File: src/rtl/mult_sched_pkg.sv
// Shared widths and the requester tag that rides alongside the multiplier pipeline.
package mult_sched_pkg;

  localparam int unsigned N_REQ_DEF = 4;
  localparam int unsigned W_DEF     = 9;
  localparam int unsigned LAT_DEF   = 3;
  localparam int unsigned IDX_W     = $clog2(N_REQ_DEF);
  localparam int unsigned P_W       = 2 * W_DEF;

  typedef struct packed {
    logic             valid;
    logic [IDX_W-1:0] idx;
  } tag_t;

endpackage

File: src/rtl/rr_arbiter.sv
// Combinational round-robin arbiter: first valid requester at or after ptr wins.
module rr_arbiter #(
  parameter  int unsigned N_REQ = 4,
  localparam int unsigned IW    = $clog2(N_REQ)
) (
  input  logic [N_REQ-1:0] req_valid,
  input  logic [IW-1:0]    ptr,
  output logic [N_REQ-1:0] grant,
  output logic             grant_any
);

  logic [IW-1:0] cand;

  always_comb begin
    grant     = '0;
    grant_any = 1'b0;
    cand      = '0;
    for (int unsigned k = 0; k < N_REQ; k++) begin
      cand = IW'((32'(ptr) + k) % N_REQ);
      if (!grant_any && req_valid[cand]) begin
        grant[cand] = 1'b1;
        grant_any   = 1'b1;
      end
    end
  end

endmodule

File: src/rtl/mult_share_sched.sv
// Shares one pipelined multiplier among N_REQ requesters; a tag pipeline steers
// each product back to the requester that issued it.
module mult_share_sched
  import mult_sched_pkg::*;
#(
  parameter  int unsigned N_REQ = N_REQ_DEF,
  parameter  int unsigned W     = W_DEF,
  parameter  int unsigned LAT   = LAT_DEF,
  localparam int unsigned CNT_W = $clog2(LAT + 3)
) (
  input  logic               clk,
  input  logic               rst,
  input  logic [N_REQ-1:0]   req_valid,
  input  logic [N_REQ*W-1:0] req_a,
  input  logic [N_REQ*W-1:0] req_b,
  output logic [N_REQ-1:0]   req_ready,
  output logic [W-1:0]       mul_a,
  output logic [W-1:0]       mul_b,
  output logic               mul_vld,
  input  logic [2*W-1:0]     mul_p,
  output logic [N_REQ-1:0]   rsp_valid,
  output logic [2*W-1:0]     rsp_p,
  output logic [CNT_W-1:0]   inflight
);

  // Tag width comes from the package, so N_REQ must not exceed 2**IDX_W.
  logic [IDX_W-1:0] ptr_q, ptr_d, gidx;
  logic [N_REQ-1:0] grant;
  logic             grant_any, grant_ok;
  logic [W-1:0]     mul_a_q, mul_b_q;
  logic             mul_vld_q;
  logic [N_REQ-1:0] rsp_valid_q, rsp_onehot;
  logic [2*W-1:0]   rsp_p_q;
  logic [CNT_W-1:0] inflight_q, inflight_d;

  // tag_q[k] is k cycles behind the issue register; tag_q[LAT] lines up with mul_p.
  tag_t tag_q [LAT+1];

  rr_arbiter #(
    .N_REQ(N_REQ)
  ) u_arb (
    .req_valid(req_valid),
    .ptr      (ptr_q),
    .grant    (grant),
    .grant_any(grant_any)
  );

  always_comb begin
    grant_ok  = grant_any & ~rst;
    req_ready = rst ? '0 : grant;
    gidx      = '0;
    for (int unsigned k = 0; k < N_REQ; k++) begin
      if (grant[k]) gidx = IDX_W'(k);
    end
    ptr_d      = (gidx == IDX_W'(N_REQ - 1)) ? '0 : gidx + 1'b1;
    rsp_onehot = N_REQ'(1) << tag_q[LAT].idx;
    inflight_d = inflight_q + CNT_W'(grant_ok) - CNT_W'(|rsp_valid_q);
  end

  always_ff @(posedge clk) begin
    if (rst) begin
      ptr_q       <= '0;
      mul_a_q     <= '0;
      mul_b_q     <= '0;
      mul_vld_q   <= 1'b0;
      rsp_valid_q <= '0;
      rsp_p_q     <= '0;
      inflight_q  <= '0;
      for (int unsigned k = 0; k <= LAT; k++) tag_q[k] <= '0;
    end else begin
      mul_vld_q <= grant_ok;
      if (grant_ok) begin
        ptr_q   <= ptr_d;
        mul_a_q <= req_a[gidx*W +: W];
        mul_b_q <= req_b[gidx*W +: W];
      end
      tag_q[0] <= '{valid: grant_ok, idx: gidx};
      for (int unsigned k = 1; k <= LAT; k++) tag_q[k] <= tag_q[k-1];
      rsp_valid_q <= tag_q[LAT].valid ? rsp_onehot : '0;
      if (tag_q[LAT].valid) rsp_p_q <= mul_p;
      inflight_q <= inflight_d;
    end
  end

  assign mul_a     = mul_a_q;
  assign mul_b     = mul_b_q;
  assign mul_vld   = mul_vld_q;
  assign rsp_valid = rsp_valid_q;
  assign rsp_p     = rsp_p_q;
  assign inflight  = inflight_q;

endmodule
File: config.mk
export PLATFORM = sky130hd
export DESIGN_NAME = mult_share_sched
export DESIGN_NICKNAME = d
export VERILOG_FILES = /design/src/rtl/mult_sched_pkg.sv /design/src/rtl/rr_arbiter.sv /design/src/rtl/mult_share_sched.sv
export SDC_FILE = /design/constraint.sdc
export NUM_CORES = 1
export LEC_CHECK = 0
export CAP_MARGIN = 15
export CORE_AREA = 4 4 87 89
export DETAILED_ROUTE_END_ITERATION = 8
export DIE_AREA = 0 0 91 93
export GPL_TIMING_DRIVEN = 0
export PLACE_DENSITY_LB_ADDON = 0.15
export SYNTH_ARGS = -nofsm -noshare
export SYNTH_HDL_FRONTEND = slang
export SYNTH_SLANG_ARGS = --single-unit
File: constraint.sdc
create_clock -name clk -period 8.2 [get_ports clk]
set_input_delay 0.82 -clock clk [delete_from_list [all_inputs] [get_ports clk]]
set_output_delay 0.82 -clock clk [all_outputs]
set_load 0.005 [all_outputs]
==> out/results.ini, run 1 <==
[clocking]
postCtsSetupRepairBufs = 0
clk_latency_ns = 0.33
cts_made_buffers = 9
cts_tree = built
ctsResizeCount = 0
cts_root_buffer = clkbuf_8
h-tree-depth = 3
postCtsHoldBufs = 0
clk_path_buf_depth = 2
clk_pin_slew_ns = 0.06
cts.sinks = 57

[die]
die_x_um = 91
start_util_pct = 43.52
coreArea_sq_mm = 0.006756
io_pins = 144
dieArea_sq_mm = 0.008463
rows = 30
dieHeight_um = 93

[routing]
drt-total-wl_um = 8569
antenna_left = 0
wire_per_inst_um = 16.08
firstDrtPassIters = 4
routed-via-count = 2787
avgViaCountPerCell = 5.229
drc_errors = 0
drt_iter0_markers = 62

[worst_setup_path]
r2r_start = ptr_q[0]
required_ns = 7.38
critical_path.max_stage_delay_ns = 0.55
r2r_end = mul_b[8]
startpoint_type = register
critical_path.top_delay_family = buffers and inverters
arrival_ns = 4.02
path_cells = buf_4, inv_2, ha_1, mux2i_1, mux2i_1, nor4b_4, o2bb2ai_2, buf_2, nor2b_1, clkdlybuf4s50_1
crit_type = reg -> out
timing.critical_path.to_type = output port
crit_slowest_cell = clkdlybuf4s50_1
reg2regPathDepth = 11
critical_path_buf_inv_count = 4
path_max_fanout = 10
reg2reg_slack_ns = 4.76
path_common_cell = mux2i_1

[placed_design]
gp_congestion = 0.8805
post-place-ws_ns = 3.555
numPortBuffers = 143
place_hpwl_um = 6640

[outcome]
status = finished, final reports clean

[grt]
grt_use_total_pct = 20.56
overflow = 0
grt_pass1_vias = 2865
grt_antenna_before_repair = 0
grt_max_degree = 11
grt_pass1_wl_um = 13970

[logic_synthesis]
synth.area.top_cells = dfxtp_1 39%, mux2i_1 8.2%, nor2_1 6.3%, mux2_2 6.1%, a221oi_2 5.1%
ys_seq_area_share_pct = 38.81
synth_area_sq_mm = 0.002940
synth-seq-cells = 57
yosysWarnings = 0
syn_avg_cell_area_sq_um = 10.00
synth_cells = 294
synth_top_area_cell = dfxtp_1
yosysUniqueCellTypes = 38
synth_edf_count = 0
synth_top_area_share_pct = 38.81
synth_nets = 399
synthFlopType = dfxtp_1
async_reset_ff_share_pct = 0

[sta]
hold_viol_final = 0
fin_ws_ns = 3.356
final.setup_skew_ns = 0.007107
fmax_mhz = 206.4
tns_ns = 0
holdWs_ns = 0.4369
relSlewSlack_pct = 52.40
worstMarginPinSlew_ns = 0.7140
final.period_utilization_pct = 59.08
setup_viol = 0
min_period_ns = 4.844
rsz0062_at_grt = false
slew_viol_final = 0

[power_and_ir_drop]
ir_drop_mv = 0.1556
total_power_mw = 1.352
p_per_area_mw_per_mm2 = 289.7
p_leak_nw = 1.744

[final_layout]
fin_util_pct = 69.09
final_cell_mix = 143 x clkdlybuf4s50_1, 57 x dfxtp_1, 49 x nor2_1
layout_commonest_cell = clkdlybuf4s50_1
nets = 553
n_fill_cell = 555
area.growth.synth_to_final_pct = 58.77
diodes = 0
drive_above_1_share_pct = 15.01

[hold_path]
whs_path_depth = 1
min_to = tag_q[3][1]
hold_path.startpoint = tag_q[2][1]
hp-class = reg -> reg

[job]
maxCapViolations = 0

## state kept, by name (all words and copies together), names as in the netlist
register   flops
rsp_valid      4
inflight       3
tag_q         12
ptr_q          2
mul_a          9
mul_b          9
rsp_p         18
## worst reg2reg max path, cell delays in order, from the launching register on
cell       delay [ns]
dfxtp_1          0.47
buf_4            0.22
inv_2            0.10
ha_1             0.37
mux2i_1          0.44
mux2i_1          0.23
nor4b_4          0.52
o2bb2ai_2        0.28
nor2_4           0.14
buf_6            0.19
a221oi_2         0.26
a211oi_2         0.11
## layout make-up
type / count / area, sq um / share of cell area, %
timing repair buffer: 143 / 1431 / 30.66
clock inverter: 5 / 55.05 / 1.179
multi-input combinational: 212 / 1678 / 35.94
tap: 80 / 100.1 / 2.144
clock buffer: 11 / 141.4 / 3.029
buffer: 19 / 98.84 / 2.117
inverter: 6 / 22.52 / 0.4824
sequential: 57 / 1141 / 24.44
## how the worst max path moves through the flow
stage	cells after the start	start	endpoint
2_1_floorplan	9	ptr_q[0]	req_ready[3]
3_3_place_gp	8	req_valid[3]	req_ready[3]
3_5_place_dp	8	req_valid[3]	req_ready[3]
4_1_cts	10	ptr_q[0]	req_ready[3]
5_1_grt	10	ptr_q[0]	req_ready[3]
6_report	10	ptr_q[0]	req_ready[3]
## power by group
| part | internal (mW) | leakage (nW) | total (mW) | switching (mW) |
|---|---|---|---|---|
| Combinational | 0.377 | 1.18 | 0.716 | 0.338 |
| Sequential | 0.340 | 0.468 | 0.379 | 0.0396 |
| Clock | 0.147 | 0.0953 | 0.257 | 0.110 |
| Total | 0.864 | 1.74 | 1.35 | 0.488 |
## per-layer routing
layer | share of wire (%) | track usage, % | vias to the layer above
li1 | - | - | 1364
met1 | 43 | 24.11 | 1293
met2 | 48 | 35.19 | 116
met3 | 7.7 | 6.195 | 14
met4 | 1.9 | 8.166 | 0
met5 | 0 | 0 | -
## cell usage after synthesis, types with 8 or more instances
cell type,count
mux2i_1,24
a221oi_2,10
nor2_1,49
a221oi_1,9
mux2_2,16
a211oi_1,8
dfxtp_1,57
nand2_1,25
ha_1,8
nor2b_1,14
a211oi_2,10
clkbuf_1,10
## stage by stage
step / cell area [sq um] / std cells
after floorplan: 2940 / 294
after global placement: 4472 / 517
after detailed placement: 4472 / 517
after CTS: 4668 / 533
after global routing: 4668 / 533
final: 4668 / 533
## logic make-up (layout without fill, tap and decap cells)
family | count (synthesis) | in the layout | synth area share [%]
simple gates | 103 | 103 | 16.68
flops | 57 | 57 | 38.81
compound gates | 53 | 53 | 18.72
mux | 45 | 45 | 16.98
buf+inv | 25 | 184 | 4.128
fa+ha+maj | 9 | 9 | 4.085
xor+xnor | 2 | 2 | 0.5959
Power figures use the tool's default switching activity.
==> run 2, diff against run 1 <==
Settings changed: CORE_AREA 4 4 87 89 to 4 4 90 92, DIE_AREA 0 0 91 93 to 0 0 94 96.
Clock period 8.2 ns to 4.5 ns, I/O delays scaled along.
==> run 2 against run 1 <==
  * Cell count grew 3.6%
  * Sequential cell count did not move
  * Count of clock-buffer cells in the layout unchanged
  * Register-to-register slack lost 3.6 ns
  * Combinational power up 86%
  * Clock power grew 130%
  * Die area is 6.6% higher
  * Global-route usage decreased by 0.78 points
  * Critical path type unchanged
  * Largest cell class unchanged
  * Largest power group unchanged
==> out/results.ini, run 2 (synthesis results as in run 1) <==
[outcome]
status = finished, final reports clean

[sta]
worstMarginPinSlew_ns = 0.7242  ; +0.01021 ns
min_period_ns = 4.308
hold_viol_final = 0  ; unchanged
final.period_utilization_pct = 95.72
relSlewSlack_pct = 51.72  ; -0.68 points
tns_ns = 0  ; unchanged
slew_viol_final = 0  ; unchanged
final.setup_skew_ns = 0.008403  ; +0.001296 ns
rsz0062_at_grt = false
fmax_mhz = 232.1
setup_viol = 0  ; unchanged

[power_and_ir_drop]
p_int_mw = 1.697  ; +96%
switching_share_pct = 34.82  ; -1.3 points
power_frac_comb_pct = 51.1  ; -1.8 points
sequentialPowerShare_pct = 26.4  ; -1.6 points
ir_drop_mv = 0.3067  ; +97%
p_per_area_mw_per_mm2 = 548.2  ; +89%
p_sw_uw = 906.5  ; +86%
p_leak_nw = 1.767  ; +1.3%
pwr-share-clk_pct = 22.5  ; +3.5 points

[final_layout]
final_cell_mix = 143 x clkdlybuf4s50_1, 57 x dfxtp_1, 49 x nor2_1
fin_area_sq_mm = 0.004750  ; +1.7%
nets = 553  ; unchanged
layout_commonest_cell = clkdlybuf4s50_1
area.growth.synth_to_final_pct = 61.53
fin_util_pct = 65.83  ; -3.3 points
largest_reg_flops = 18  ; unchanged
diodes = 0  ; unchanged
drive_above_1_share_pct = 15.45  ; +0.44 points

[clocking]
cts_tree = built
clk_pin_slew_ns = 0.07  ; about the same
h-tree-depth = 3  ; unchanged
clk_latency_ns = 0.33  ; about the same
postCtsSetupRepairBufs = 0  ; unchanged
cts_root_buffer = clkbuf_8
clk_path_buf_depth = 2  ; unchanged
cts.sinks = 57  ; unchanged
cts_made_buffers = 9  ; unchanged

[worst_setup_path]
arrival_ns = 3.86  ; -0.16 ns
critical_path_buf_inv_count = 4  ; unchanged
critical_path.max_stage_delay_ns = 0.54  ; about the same
critical_path.top_delay_family = buffers and inverters
timing.critical_path.to_type = output port
crit_cells = 10  ; unchanged
path_max_fanout = 10  ; unchanged
startpoint_type = register
reg2regPathDepth = 11  ; unchanged
path_cells = buf_4, inv_2, ha_1, mux2i_2, mux2i_1, nor4b_4, o2bb2ai_2, clkbuf_4, nor2b_1, clkdlybuf4s50_1
crit_type = reg -> out
crit_slowest_cell = clkdlybuf4s50_1
required_ns = 4.05  ; -3.33 ns

[hold_path]
whs_path_depth = 1  ; unchanged
hp-class = reg -> reg

[routing]
drt_iter0_markers = 95  ; +53%
wire_per_inst_um = 16.02  ; -0.37%
firstDrtPassIters = 4  ; unchanged
avgViaCountPerCell = 5.098  ; -2.5%
antenna_left = 0  ; unchanged
routed-via-count = 2814  ; +0.97%
drt-total-wl_um = 8842  ; +3.2%
drc_errors = 0  ; unchanged

[placed_design]
numPortBuffers = 143  ; unchanged
gp_congestion = 0.8348  ; -5.2%
dpl_cell_area_sq_mm = 0.004496  ; +0.53%
place_hpwl_um = 6697  ; +0.85%

[grt]
overflow = 0  ; unchanged
grt_use_total_pct = 19.78  ; -0.78 points
grt_pass1_wl_um = 13810  ; -1.1%
grt_antenna_before_repair = 0  ; unchanged
grt_pass1_vias = 2906  ; +1.4%
grt_max_degree = 11  ; unchanged

[die]
start_util_pct = 40.76  ; -2.8 points
rows = 31  ; +3.3%
coreArea_sq_mm = 0.007214  ; +6.8%
io_pins = 144  ; unchanged
die_x_um = 94  ; +3.3%
dieArea_sq_mm = 0.009024  ; +6.6%
dieHeight_um = 96  ; +3.2%

[job]
maxCapViolations = 0  ; unchanged

## run 2: stage by stage
step,hold slack [ns],power [mW],cells,setup WS (ns)
after floorplan,0.4138,1.526,294,1.418
after global placement,0.4201,1.990,536,0.5091
after detailed placement,0.4236,2.012,536,0.4209
after CTS,0.4400,2.616,552,0.02076
after global routing,0.4568,2.766,552,0.01059
final,0.4319,2.604,552,0.1924
## run 2: power groups by stage
stage                     Clock (mW)  Combinational, mW  Sequential [mW]
final                          0.586               1.33            0.688
after global routing           0.625               1.44            0.702
after CTS                      0.601               1.33            0.689
after detailed placement           0               1.32            0.696
after global placement             0               1.30            0.692
after floorplan                    0              0.831            0.695
## run 2: final timing paths
path	startpoint	endpoint	slack, ns
setup / recovery	ptr_q[0]	req_ready[3]	0.19
hold reg to reg	tag_q[2][1]	tag_q[3][1]	0.43
setup reg to reg	ptr_q[0]	mul_a[3]	1.19
hold / removal	tag_q[2][1]	tag_q[3][1]	0.43
## run 2: per-layer routing
| layer | vias to the layer above | global-route usage [%] | share of wire [%] |
|---|---|---|---|
| met5 | - | 0 | 0 |
| met1 | 1286 | 21.56 | 41 |
| li1 | 1371 | - | - |
| met4 | 0 | 9.386 | 2.2 |
| met3 | 19 | 6.255 | 8.8 |
| met2 | 138 | 34.89 | 48 |
## run 2: layout make-up
| type | instances | area [sq um] |
|---|---|---|
| Tap cell | 99 | 123.9 |
| Buffer | 19 | 101.3 |
| Fill cell | 628 | 2465 |
| Clock buffer | 11 | 141.4 |
| Multi-Input combinational cell | 212 | 1685 |
| Clock inverter | 5 | 102.6 |
| Inverter | 6 | 22.52 |
| Timing Repair Buffer | 143 | 1431 |
| Sequential cell | 57 | 1141 |
## run 2: repair_timing
item | 4_1_cts | 5_1_grt
hold buffers | 0 | 0
endpoints found under the setup margin | 0 | 1
resized for setup | 0 | 3
hold endpoints to repair | 0 | 0
## run 2: worst register-to-register path: cells and delay by family, from the launching register on
family / cells / cell delay, ns
compound gates: 3 / 0.65
fa+ha+maj: 1 / 0.39
buf+inv: 3 / 0.51
flops: 1 / 0.45
mux: 2 / 0.59
simple gates: 2 / 0.56
